File: config.mk
export PLATFORM = sky130hd
export DESIGN_NAME = regwr_arbiter_flat
export DESIGN_NICKNAME = d
export VERILOG_FILES = /design/src/rtl/regwr_arbiter_pkg.sv /design/src/rtl/regwr_arbiter_if.sv /design/src/rtl/regwr_arbiter_rr_arb2.sv /design/src/rtl/regwr_arbiter.sv /design/src/flat_wrapper.sv
export SDC_FILE = /design/constraint.sdc
export NUM_CORES = 1
export LEC_CHECK = 0
export ABC_AREA = 1
export CAP_MARGIN = 20
export CORE_UTILIZATION = 38
export DETAILED_ROUTE_END_ITERATION = 16
export PLACE_DENSITY = 0.91
export SKIP_LAST_GASP = 1
export SYNTH_ARGS = -nofsm -noshare
export SYNTH_HDL_FRONTEND = slang
export SYNTH_SLANG_ARGS = --single-unit
File: constraint.sdc
create_clock -name clk -period 1.3 [get_ports clk]
set_input_delay 0.26 -clock clk [delete_from_list [all_inputs] [get_ports clk]]
set_output_delay 0.26 -clock clk [all_outputs]
set_load 0.05 [all_outputs]
File: src/rtl/regwr_arbiter_pkg.sv
// Shared constants and types for the register-file write-port arbiter.
package regwr_arbiter_pkg;
  localparam int N_REGS = 8;
  localparam int DATA_W = 16;
  localparam int REG_AW = 3;

  typedef enum logic {
    GRANT_A = 1'b0,
    GRANT_B = 1'b1
  } grant_e;

  typedef logic [REG_AW-1:0] reg_addr_t;

  function automatic logic [N_REGS-1:0] onehot(input reg_addr_t addr);
    logic [N_REGS-1:0] vec;
    vec       = '0;
    vec[addr] = 1'b1;
    return vec;
  endfunction
endpackage

File: src/rtl/regwr_arbiter_if.sv
// Requester handshakes, stall and register-file write/read-check signals.
interface regwr_arbiter_if;
  import regwr_arbiter_pkg::*;

  logic                a_valid;
  reg_addr_t           a_addr;
  logic [DATA_W-1:0]   a_data;
  logic                a_ready;
  logic                b_valid;
  reg_addr_t           b_addr;
  logic [DATA_W-1:0]   b_data;
  logic                b_ready;
  logic                wr_stall;
  logic [N_REGS-1:0]   reg_wr_en;
  logic [DATA_W-1:0]   reg_wr_data;
  reg_addr_t           rd_addr;
  logic                rd_pending;

  modport master (
    output a_valid, a_addr, a_data, b_valid, b_addr, b_data, wr_stall, rd_addr,
    input  a_ready, b_ready, reg_wr_en, reg_wr_data, rd_pending
  );

  modport slave (
    input  a_valid, a_addr, a_data, b_valid, b_addr, b_data, wr_stall, rd_addr,
    output a_ready, b_ready, reg_wr_en, reg_wr_data, rd_pending
  );
endinterface

File: src/rtl/regwr_arbiter_rr_arb2.sv
// Combinational 2-way round-robin arbiter; req/gnt bit 0 is A, bit 1 is B.
module rr_arb2
  import regwr_arbiter_pkg::*;
(
  input  logic [1:0] req,
  input  grant_e     last,
  input  logic       en,
  output logic [1:0] gnt
);
  // On a tie the side that did not win last time gets the port.
  assign gnt[0] = en && req[0] && (!req[1] || (last == GRANT_B));
  assign gnt[1] = en && req[1] && (!req[0] || (last == GRANT_A));
endmodule

File: src/rtl/regwr_arbiter.sv
// Write-port arbiter and one-entry issue stage for the 8 x 16-bit register file.
// Optional conflict counter enabled by defining REGWR_ARBITER_CONFLICT_CNT_EN.
module regwr_arbiter
  import regwr_arbiter_pkg::*;
(
  input logic             clk,
  input logic             rst,
  regwr_arbiter_if.slave  bus
`ifdef REGWR_ARBITER_CONFLICT_CNT_EN
  ,
  output logic [15:0]     conflict_cnt
`endif
);
  grant_e            last_grant;
  logic              iss_vld;
  reg_addr_t         iss_addr;
  logic [DATA_W-1:0] iss_data;
  logic [1:0]        gnt;
  logic              arb_en;

  assign arb_en = rst && !bus.wr_stall;

  rr_arb2 u_rr_arb2 (
    .req  ({bus.b_valid, bus.a_valid}),
    .last (last_grant),
    .en   (arb_en),
    .gnt  (gnt)
  );

  assign bus.a_ready = gnt[0];
  assign bus.b_ready = gnt[1];

  // Grants only happen when not stalled, so loading never overruns a held write.
  always_ff @(posedge clk) begin
    if (!rst) begin
      iss_vld    <= 1'b0;
      iss_addr   <= '0;
      iss_data   <= '0;
      last_grant <= GRANT_B;
    end else if (gnt[0]) begin
      iss_vld    <= 1'b1;
      iss_addr   <= bus.a_addr;
      iss_data   <= bus.a_data;
      last_grant <= GRANT_A;
    end else if (gnt[1]) begin
      iss_vld    <= 1'b1;
      iss_addr   <= bus.b_addr;
      iss_data   <= bus.b_data;
      last_grant <= GRANT_B;
    end else if (!bus.wr_stall) begin
      iss_vld    <= 1'b0;
    end
  end

  // Gating with rst keeps a write caught by reset from reaching the register file.
  assign bus.reg_wr_en   = (rst && iss_vld && !bus.wr_stall) ? onehot(iss_addr) : '0;
  assign bus.reg_wr_data = iss_data;
  assign bus.rd_pending  = rst && iss_vld && (iss_addr == bus.rd_addr);

`ifdef REGWR_ARBITER_CONFLICT_CNT_EN
  always_ff @(posedge clk) begin
    if (!rst) begin
      conflict_cnt <= '0;
    end else if (bus.a_valid && bus.b_valid && !bus.wr_stall && (conflict_cnt != 16'hFFFF)) begin
      conflict_cnt <= conflict_cnt + 16'd1;
    end
  end
`endif
endmodule

File: src/flat_wrapper.sv
// flat-port wrapper written by rule: the top's interface ports become plain ports
module regwr_arbiter_flat import regwr_arbiter_pkg::*;
  (clk, rst, bus_a_valid, bus_a_addr, bus_a_data, bus_b_valid, bus_b_addr, bus_b_data, bus_wr_stall, bus_rd_addr, bus_a_ready, bus_b_ready, bus_reg_wr_en, bus_reg_wr_data, bus_rd_pending);
  regwr_arbiter_if bus_i ();
  input logic clk;
  input logic rst;
  input wire logic [$bits(bus_i.a_valid)-1:0] bus_a_valid;
  input wire logic [$bits(bus_i.a_addr)-1:0] bus_a_addr;
  input wire logic [$bits(bus_i.a_data)-1:0] bus_a_data;
  input wire logic [$bits(bus_i.b_valid)-1:0] bus_b_valid;
  input wire logic [$bits(bus_i.b_addr)-1:0] bus_b_addr;
  input wire logic [$bits(bus_i.b_data)-1:0] bus_b_data;
  input wire logic [$bits(bus_i.wr_stall)-1:0] bus_wr_stall;
  input wire logic [$bits(bus_i.rd_addr)-1:0] bus_rd_addr;
  output wire logic [$bits(bus_i.a_ready)-1:0] bus_a_ready;
  output wire logic [$bits(bus_i.b_ready)-1:0] bus_b_ready;
  output wire logic [$bits(bus_i.reg_wr_en)-1:0] bus_reg_wr_en;
  output wire logic [$bits(bus_i.reg_wr_data)-1:0] bus_reg_wr_data;
  output wire logic [$bits(bus_i.rd_pending)-1:0] bus_rd_pending;
  assign bus_i.a_valid = bus_a_valid;
  assign bus_i.a_addr = bus_a_addr;
  assign bus_i.a_data = bus_a_data;
  assign bus_i.b_valid = bus_b_valid;
  assign bus_i.b_addr = bus_b_addr;
  assign bus_i.b_data = bus_b_data;
  assign bus_i.wr_stall = bus_wr_stall;
  assign bus_i.rd_addr = bus_rd_addr;
  assign bus_a_ready = bus_i.a_ready;
  assign bus_b_ready = bus_i.b_ready;
  assign bus_reg_wr_en = bus_i.reg_wr_en;
  assign bus_reg_wr_data = bus_i.reg_wr_data;
  assign bus_rd_pending = bus_i.rd_pending;
  regwr_arbiter u_core (.clk(clk), .rst(rst), .bus(bus_i));
endmodule
* Word level (Yosys, flattened, before mapping) *
Cells that the tools add are included.

word-level totals
  register bits = 21
  input port bits = 46
  output and inout bits = 27

operators by class
  magnitude comparators = 2
  equality and inequality tests = 2
  multiplexer cells = 12
  bitwise operators = 1
  reduce and logical (&&, ||, !) cells = 15

operator list
  cell                number
  $mux 16             2
  $logic_and 1x1->1   9
  $mux 8              1
  $mux 1              6
  $mux 3              2
  $lt 3x4->1 const B  1
  $demux 1 s3         1
  $eq 3x3->1          1
  $ge 3x1->1 const B  1
  $logic_not 1->1     3
  $ne 3x1->1 const B  1
  $logic_or 1x1->1    2
  $reduce_bool 2->1   1
  $not 1->1           1

* Depth between registers and ports, before layout *
  depth in word-level cells = 6
  depth in mapped cells = 9
  gate-level depth less buffers = 8

* Cells and area by module *
From an unflattened synthesis, not the netlist that was laid out.

second synthesis, totals
  cell total of the unflattened synthesis = 187
  area total of the unflattened synthesis = 1189.9 µm²

modules (own cells, without submodules)
  module         times used  cells each  area each (µm²)  seq. area each (µm²)
  regwr_arbiter  1           182         1168.6           420.4
  rr_arb2        1           5           21.3             0.0

* Worst setup path before layout *
OpenSTA, ideal clock, no wires.

  path type = register -> output
  start = register u_core.iss_addr[2]
  end = output bus_rd_pending
  arrival = 1.668 ns
  path slack = -0.628 ns
  stages on the path, launching flop included = 6
  path through = dfxtp_1 > inv_1 > nor2_1 > nor2_1 > o21ai_0 > nor3_1

between the ends
  longest elaborated chain between the ends = 2

ends and longest elaborated chain
  what                    line                 text
  from (decl)             regwr_arbiter.sv:16  reg_addr_t iss_addr;
  from (signal assigned)  regwr_arbiter.sv:42  iss_addr <= bus.a_addr;
  from (signal assigned)  regwr_arbiter.sv:47  iss_addr <= bus.b_addr;
  $eq 3x3->1              regwr_arbiter.sv:58  assign bus.rd_pending = rst && iss_vld && (iss_addr == bus.rd_addr);
  $logic_and 1x1->1       regwr_arbiter.sv:58
  to (decl)               flat_wrapper.sv:19   output wire logic [$bits(bus_i.rd_pending)-1:0] bus_rd_pending;

No other way between the ends.

* Worst setup path after layout *
  start = register u_core.iss_addr[0]
  end = output bus_rd_pending

The elaborated chain is that of the path after synthesis.

==> impl.org <==
** Detailed routing
- The final layout contains routed wiring with a total length of around 5200 µm.
- Detailed-route via count :: 1812
- For this block, the initial DRC count from the detailed router was 76.
- Wire per inst :: around 15 µm
- Antenna violation net count after detailed routing :: 0
- DRC viols :: 0
- First-pass iteration count of the detailed router :: 4
- Vias/cell :: 5.25

** Setup path
- In this design, the stage delay of the slowest critical-path cell is 370 ps.
- The signal on the critical path passes through inv_2, a22o_1, nor3_4, buf_12.
- R2R Path End :: u_core.bus.reg_wr_data[14]
- CP max FO :: 3
- The worst setup path is launched from a flip-flop.
- The critical path is of the reg -> out type.
- CP Launch Point :: u_core.iss_addr[0]
- The worst register-to-register path has a setup slack of roughly 30 ps.
- For the worst flop-to-flop path, the logic depth is 8.
- The startpoint identified for the worst register-to-register timing path is u_core.last_grant.
- For the worst setup path, the data arrival time is approximately 1400 ps.
- Slowest stage cell on the critical path :: sky130_fd_sc_hd__dfxtp_2
- Sort of element at the end of the critical path :: primary output
- At the worst endpoint, the required time is around 1000 ps.

** CTS
- Clock Latency Late Sink :: 310 ps
- Number of buffers inserted during clock tree synthesis :: 3
- CTS placed an instance of sky130_fd_sc_hd__clkbuf_4 at the clock tree root.
- CTS tree :: done
- TritonCTS Sinks :: 21
- Hold bufs inserted after CTS :: 0
- CTS built an H-tree with a depth of 1.
- Clock-pin slew was measured on the worst setup and hold paths at 130 ps.
- Longest Clk Path Bufs :: 2

** Outcome
- Result of the run :: finished with violations
- Failing checks :: setup timing

** Timing
- Final Slew Violations :: 0
- Total negative slack for setup checks :: -2530 ps
- Setup repair after global routing missed its margin :: true
- On the final layout, the worst clock skew is around 10 ps.
- Derived from the worst setup path, the maximum achievable clock frequency is slightly above 600 MHz.
- Worst slew slack as a fraction of its limit :: 74.3%
- For the pin with the worst max-slew slack, the measured transition is between 300 and 400 ps.
- Setup violations remaining at the end of the flow were counted as 11.
- Final cycle utilization of the critical path :: 124%
- Period minus WS final :: roughly 1600 ps
- Across all setup checks in the final design, the least slack found is -316 ps.
- Worst-case hold slack :: approximately 370 ps
- The final number of hold-violating endpoints came to 0.

** Floorplan
- Die height :: 59.8 µm
- In this run the count of I/O pins placed on the die edge is between 70 and 80.
- Die Area :: approximately 3600 µm²
- From left edge to right edge, the die measures about 60 µm.
- For this configuration, the core starts out at a cell density of roughly two fifths.
- Floorplan Core Area :: roughly 3100 µm²
- Row cnt :: 20

** Finish
- Area growth from synthesis to layout :: 109%
- Layout fillers :: about 160
- The repair_antennas step left the layout with diodes totalling 0.
- The finished layout holds about 350 standard cells, fillers aside.
- Cells with a size suffix above 1 make up 30.2% of the layout.
- Net count, final :: 348

** Power and ir drop
- In this run the power density over the cells is between 700 and 800 nW/µm².
- IR Drop Worst-Case VDD :: 0.538 mV
- The design draws between 1.5 and 2 mW.
- Standby leakage power :: approximately 1.3 nW

** Hold path
- The min-delay analysis places its worst path in the category in -> reg.
- The startpoint identified for the worst hold timing path is bus_wr_stall.
- Endpoint of the worst hold-timing path :: u_core.iss_vld
- The worst hold path passes through 3 cells.

** Global routing
- The via count of the first global-routing pass came to between 1500 and 2000.
- Initial antenna violation count :: 0
- Total global-route track usage :: around 28%
- For this run the aggregate overflow at the end of global routing stands at 0.
- First-pass GRT wire length :: about 7400 µm
- Entering global routing, the biggest net connects 22 pins.

** Placement
- After detailed placement, the design holds a cell count of about 330.
- Total of buffers placed on input and output ports :: 72
- Routability-driven placement finished with a final weighted congestion of just under 0.8.
- At the placement stage, the worst setup path has a slack of -498 ps.
- Detailed placement finished with a half-perimeter wire length of about 3300 µm.

** Synth
- The most used flip-flop cell after synthesis is sky130_fd_sc_hd__dfxtp_1.
- The average instance in the mapped netlist occupies ~6.0 µm².
- Synth Instances :: 212
- Most instantiated library cell after synthesis :: sky130_fd_sc_hd__nand2_1
- Async set-or-reset flop fraction in the synthesized netlist :: 0%
- The synthesized design contains 21 register bits.
- By count the netlist is led by 55 x sky130_fd_sc_hd__nand2_1, 43 x sky130_fd_sc_hd__inv_1, 37 x sky130_fd_sc_hd__nand3_1.
- The largest total area in the synthesized netlist belongs to sky130_fd_sc_hd__dfxtp_1.
- Count of cell types in the netlist :: 18
- After synthesis, the cell types taking the most area are sky130_fd_sc_hd__dfxtp_1 33%, sky130_fd_sc_hd__nand2_1 16%, sky130_fd_sc_hd__nand3_1 15%, sky130_fd_sc_hd__inv_1 13%, sky130_fd_sc_hd__nand4_1 9.4%.
- Fraction of post-synthesis cell area in the top cell type by area :: between 30% and 40%
- The share of the Yosys chip area taken by registers is 33.1%.
- The Yosys step of the flow raised 0 warnings.
- Post-synthesis instance area :: about 1300 µm²
- Net count after synthesis :: roughly 260
- Number of synthesized flops with an enable pin :: 0

** Run
- Max Cap Viol :: 0
==> area by class of cell <==
cell class                 count  area [µm²]  share of cell area [%]
sequential                    21         427                    16.1
inverter                      48         181                    6.83
multi-input combinational    130         744                    28.0
clock buffer                   3        22.5                   0.848
tap                           44        55.1                    2.07
clock inverter                 1        5.00                   0.188
timing repair buffer          98        1220                    46.0
==> registers in the layout (all words and copies together), names as in the netlist <==
name and count:
u_core.last_grant 1, u_core.iss_addr 3, u_core.bus.reg_wr_data 16, u_core.iss_vld 1
==> report_power, final <==
| part | internal (mW) | total (mW) | leakage (nW) | switching [mW] |
|---|---|---|---|---|
| Sequential | 0.695 | 0.748 | 0.174 | 0.0527 |
| Clock | 0.115 | 0.320 | 0.0177 | 0.206 |
| Combinational | 0.399 | 0.800 | 1.11 | 0.401 |
| Total | 1.21 | 1.87 | 1.30 | 0.659 |
==> kinds of logic after synthesis <==
kind of cell	Yosys count	share of synthesized area, %
simple gates	124	44.9
buf+inv	61	19.1
flops	21	33.1
compound gates	6	2.95
==> per-stage QoR <==
| step | cell area (µm²) | util, % |
|---|---|---|
| CTS | 2550 | 82.3 |
| floorplan | 1300 | - |
| global placement | 2430 | 78.3 |
| detailed placement | 2430 | 78.3 |
| finish | 2660 | 85.6 |
| global route | 2660 | 85.6 |
==> worst max path at each step <==
| stage | end | slack, ps | cells after the start |
|---|---|---|---|
| floorplan | bus_reg_wr_en[2] | -200 | 4 |
| global placement | bus_reg_wr_en[0] | -420 | 6 |
| detailed placement | bus_rd_pending | -500 | 6 |
| CTS | bus_reg_wr_en[1] | -320 | 5 |
| global route | bus_reg_wr_en[1] | -370 | 5 |
| finish | bus_rd_pending | -320 | 4 |
==> timing repair <==
action	in CTS	in global routing
gates cloned	0	1
pin swaps	4	6
setup endpoints to repair	16	26
hold endpoints to repair	0	0
setup buffers	6	4
gates resized for setup	31	18
==> cell usage in the layout, fill, tap and decap left out, drive strengths merged <==
cell type | netlist | routed
o21ai | 3 | 3
dfxtp | 21 | 21
clkinv | 4 | 5
nor3 | 3 | 3
clkdlybuf4s50 | 0 | 41
a22o | 1 | 1
dlygate4sd2 | 0 | 2
nand4 | 19 | 19
nand3 | 37 | 37
clkdlybuf4s15 | 0 | 1
clkbuf | 5 | 4
a21oi | 2 | 2
inv | 44 | 44
buf | 8 | 53
nand2 | 55 | 55
nor2 | 10 | 10
==> critical path, delay by kind of cell (launching register included) <==
kind	cells	cell delay (ps)
flip-flops	1	370
AO/OA/AOI/OAI	1	270
buffers and inverters	2	210
AND/OR/NAND/NOR	1	210
==> metal layers <==
layer  vias to the layer above  share of wire (%)  track usage (%)
met2                        89                 56             56.7
met1                       855                 35             27.5
met5                         -                  0                0
met4                         0                3.6             11.3
met3                        22                4.9             3.03
li1                        846                  -                -
No activity file was read; power rests on OpenSTA's default activity.
==> RTL edit: new RTL, config.mk and constraints unchanged <==
The package constant `N_REGS` goes from 8 to 9.
--- a/src/rtl/regwr_arbiter_pkg.sv
+++ b/src/rtl/regwr_arbiter_pkg.sv
@@ -1,5 +1,5 @@
 // Shared constants and types for the register-file write-port arbiter.
 package regwr_arbiter_pkg;
-  localparam int N_REGS = 8;
+  localparam int N_REGS = 9;
   localparam int DATA_W = 16;
   localparam int REG_AW = 3;
Interface: changed (resized bus_reg_wr_en); port bits go from 73 to 74. The function was not compared with the original's and may differ.
==> RTL edit against the original RTL <==
The flow still finishes with violations (setup timing). Cell count fell by 2.0%. Wire length fell by 16%. Worst setup slack improved by 4.2 ps. Synthesized area rose by 0.89%. Power fell by 2.0%. Highest routed layer unchanged. Final area fell by 3.3%. Worst hold slack improved by 6.3 ps. Die area rose by 0.85%. Sequential cell count did not move. Core utilization fell by 3.5 points. Sequential share of layout area rose by 0.45 points. Largest power group unchanged. Global-route usage fell by 2.9 points. Count of clock-buffer cells in the layout rose by 1. Fmax rose by 0.26%.
==> RTL edit: results (changes against the original RTL) <==
Status - complete, but fails checks
Failing checks - setup timing
Fin Setup TNS - -2480 ps (+57.7 ps)
WP data arrival - 1350 ps
Final nets - 341 (-2.0%)
Max Root-Sink Buffers - 2 (unchanged)
# diodes - 0 (unchanged)
Distinct cells, synth - 19 (+1)
Critical Path Fanout Max - 5 (+2)
Slowest-stage cell, CP - dfxtp_1
Grt met1 use - 0.235 (-0.0402)
Max reg flops - 16 (unchanged)
Post-synth net total - 260 (+0.78%)
Global-route met2 utilization - 0.519 (-0.0476)
GRT Resource Usage Total - 0.249 (-0.0287)
Via-per-instance ratio - 5.01 (-4.7%)
Initial antenna violation count - 0 (unchanged)
Setup violators final - 11 (unchanged)
RePlAce Congestion - 0.778 (-1.2%)
Max Clock Skew - 5.76 ps (-4.52 ps)
Ys async rst share - 0 (unchanged)
# fillers - 198 (+22%)
GR Util met3 - 0.0368 (+0.00649)
Leakage - 1.25 nW (-3.4%)
Reg2Reg Depth - 8 (unchanged)
Total gr overflow - 0 (unchanged)
Initial drt markers - 89 (+17%)
Worst VDD drop - 0.478 mV (-11%)
Synth top area cells - dfxtp_1, nand2_1, nand3_1
Worst hold path type - input pin to flip-flop
Share of cells above drive strength 1 - 0.269 (-0.0336)
Sequential fraction of the synthesis area - 0.328 (-0.00290)
Fin area - 2570 µm² (-3.3%)
Top_reg_cell synth - dfxtp_1
DP Wirelength - 3.13 mm (-5.2%)
First-pass GRT wire length - 6.80 mm (-8.4%)
Post-synthesis mux area share - 0 (unchanged)
Setup ws final - -312 ps (+4.20 ps)
Total length of routed wires - 4.39 mm (-16%)
DP Area - 2410 µm² (-0.88%)
Synth Area in Adders - 0 (unchanged)
XOR/XNOR Fraction of Synth Area - 0 (unchanged)
Compound-Gate Fraction of Synth Area - 0.0293 (-0.000259)
Root Buffer - clkbuf_4
Vias in the first global route - 1715 (-2.6%)
-- RTL edit: cell types whose count changed in the layout (fill, tap and decap cells not counted), moves of 2 or more --
cell     delta
nor2_4      -4
dfxtp_2     -2
dfxtp_1     +2
buf_4       -7
nor2_2      +5
-- RTL edit: critical path, delay by kind of cell, from the launching register on --
| family | cells | cell delay [ps] |
|---|---|---|
| and+or+nand+nor | 2 | 350 |
| DFF | 1 | 370 |
| buffers and inverters | 2 | 330 |
-- RTL edit: final timing paths --
path                                end          startpoint  slack [ps]
max                    bus_reg_wr_en[7]  u_core.iss_addr[1]        -310
min                      u_core.iss_vld        bus_wr_stall         370
max reg2reg  u_core.bus.reg_wr_data[11]   u_core.last_grant         160
min reg2reg              u_core.iss_vld      u_core.iss_vld         480
-- RTL edit: power breakdown --
group / switching [mW] / internal (mW) / leakage (nW)
combinational: 0.383 / 0.381 / 1.07
clock: 0.202 / 0.119 / 0.0150
sequential: 0.0503 / 0.694 / 0.173
-- RTL edit: final cells by class --
| cell class | count | area share |
|---|---|---|
| sequential | 21 | 0.165 |
| multi-input combinational | 131 | 0.283 |
| tap | 44 | 0.0214 |
| timing repair buffer | 90 | 0.449 |
| inverter | 48 | 0.0706 |
| clock buffer | 4 | 0.0102 |
-- RTL edit: kinds of logic (layout without fill, tap and decap cells) --
| group | count (synthesis) | count (layout) |
|---|---|---|
| AO/OA/AOI/OAI | 6 | 6 |
| buffers and inverters | 62 | 142 |
| flip-flops | 21 | 21 |
| other | 1 | 1 |
| AND/OR/NAND/NOR | 124 | 124 |
-- RTL edit: timing repair --
item / 4_1_cts / 5_1_grt
setup endpoints to repair: 15 / 12
pin swaps: 8 / 6
gates resized for setup: 25 / 15
setup buffers: 6 / 1
hold endpoints to repair: 0 / 0
-- RTL edit: metrics by stage --
stage / worst slack (ps) / cells
6_report: -312 / 338
4_1_cts: -312 / 338
5_1_grt: -387 / 338
3_5_place_dp: -537 / 328
2_1_floorplan: -199 / 214
3_3_place_gp: -411 / 328
-- RTL edit: routing by layer --
layer / up-vias / share of wire
li1: 828 / -
met1: 799 / 0.37
met2: 57 / 0.57
met3: 8 / 0.046
met4: 0 / 0.012
met5: - / 0
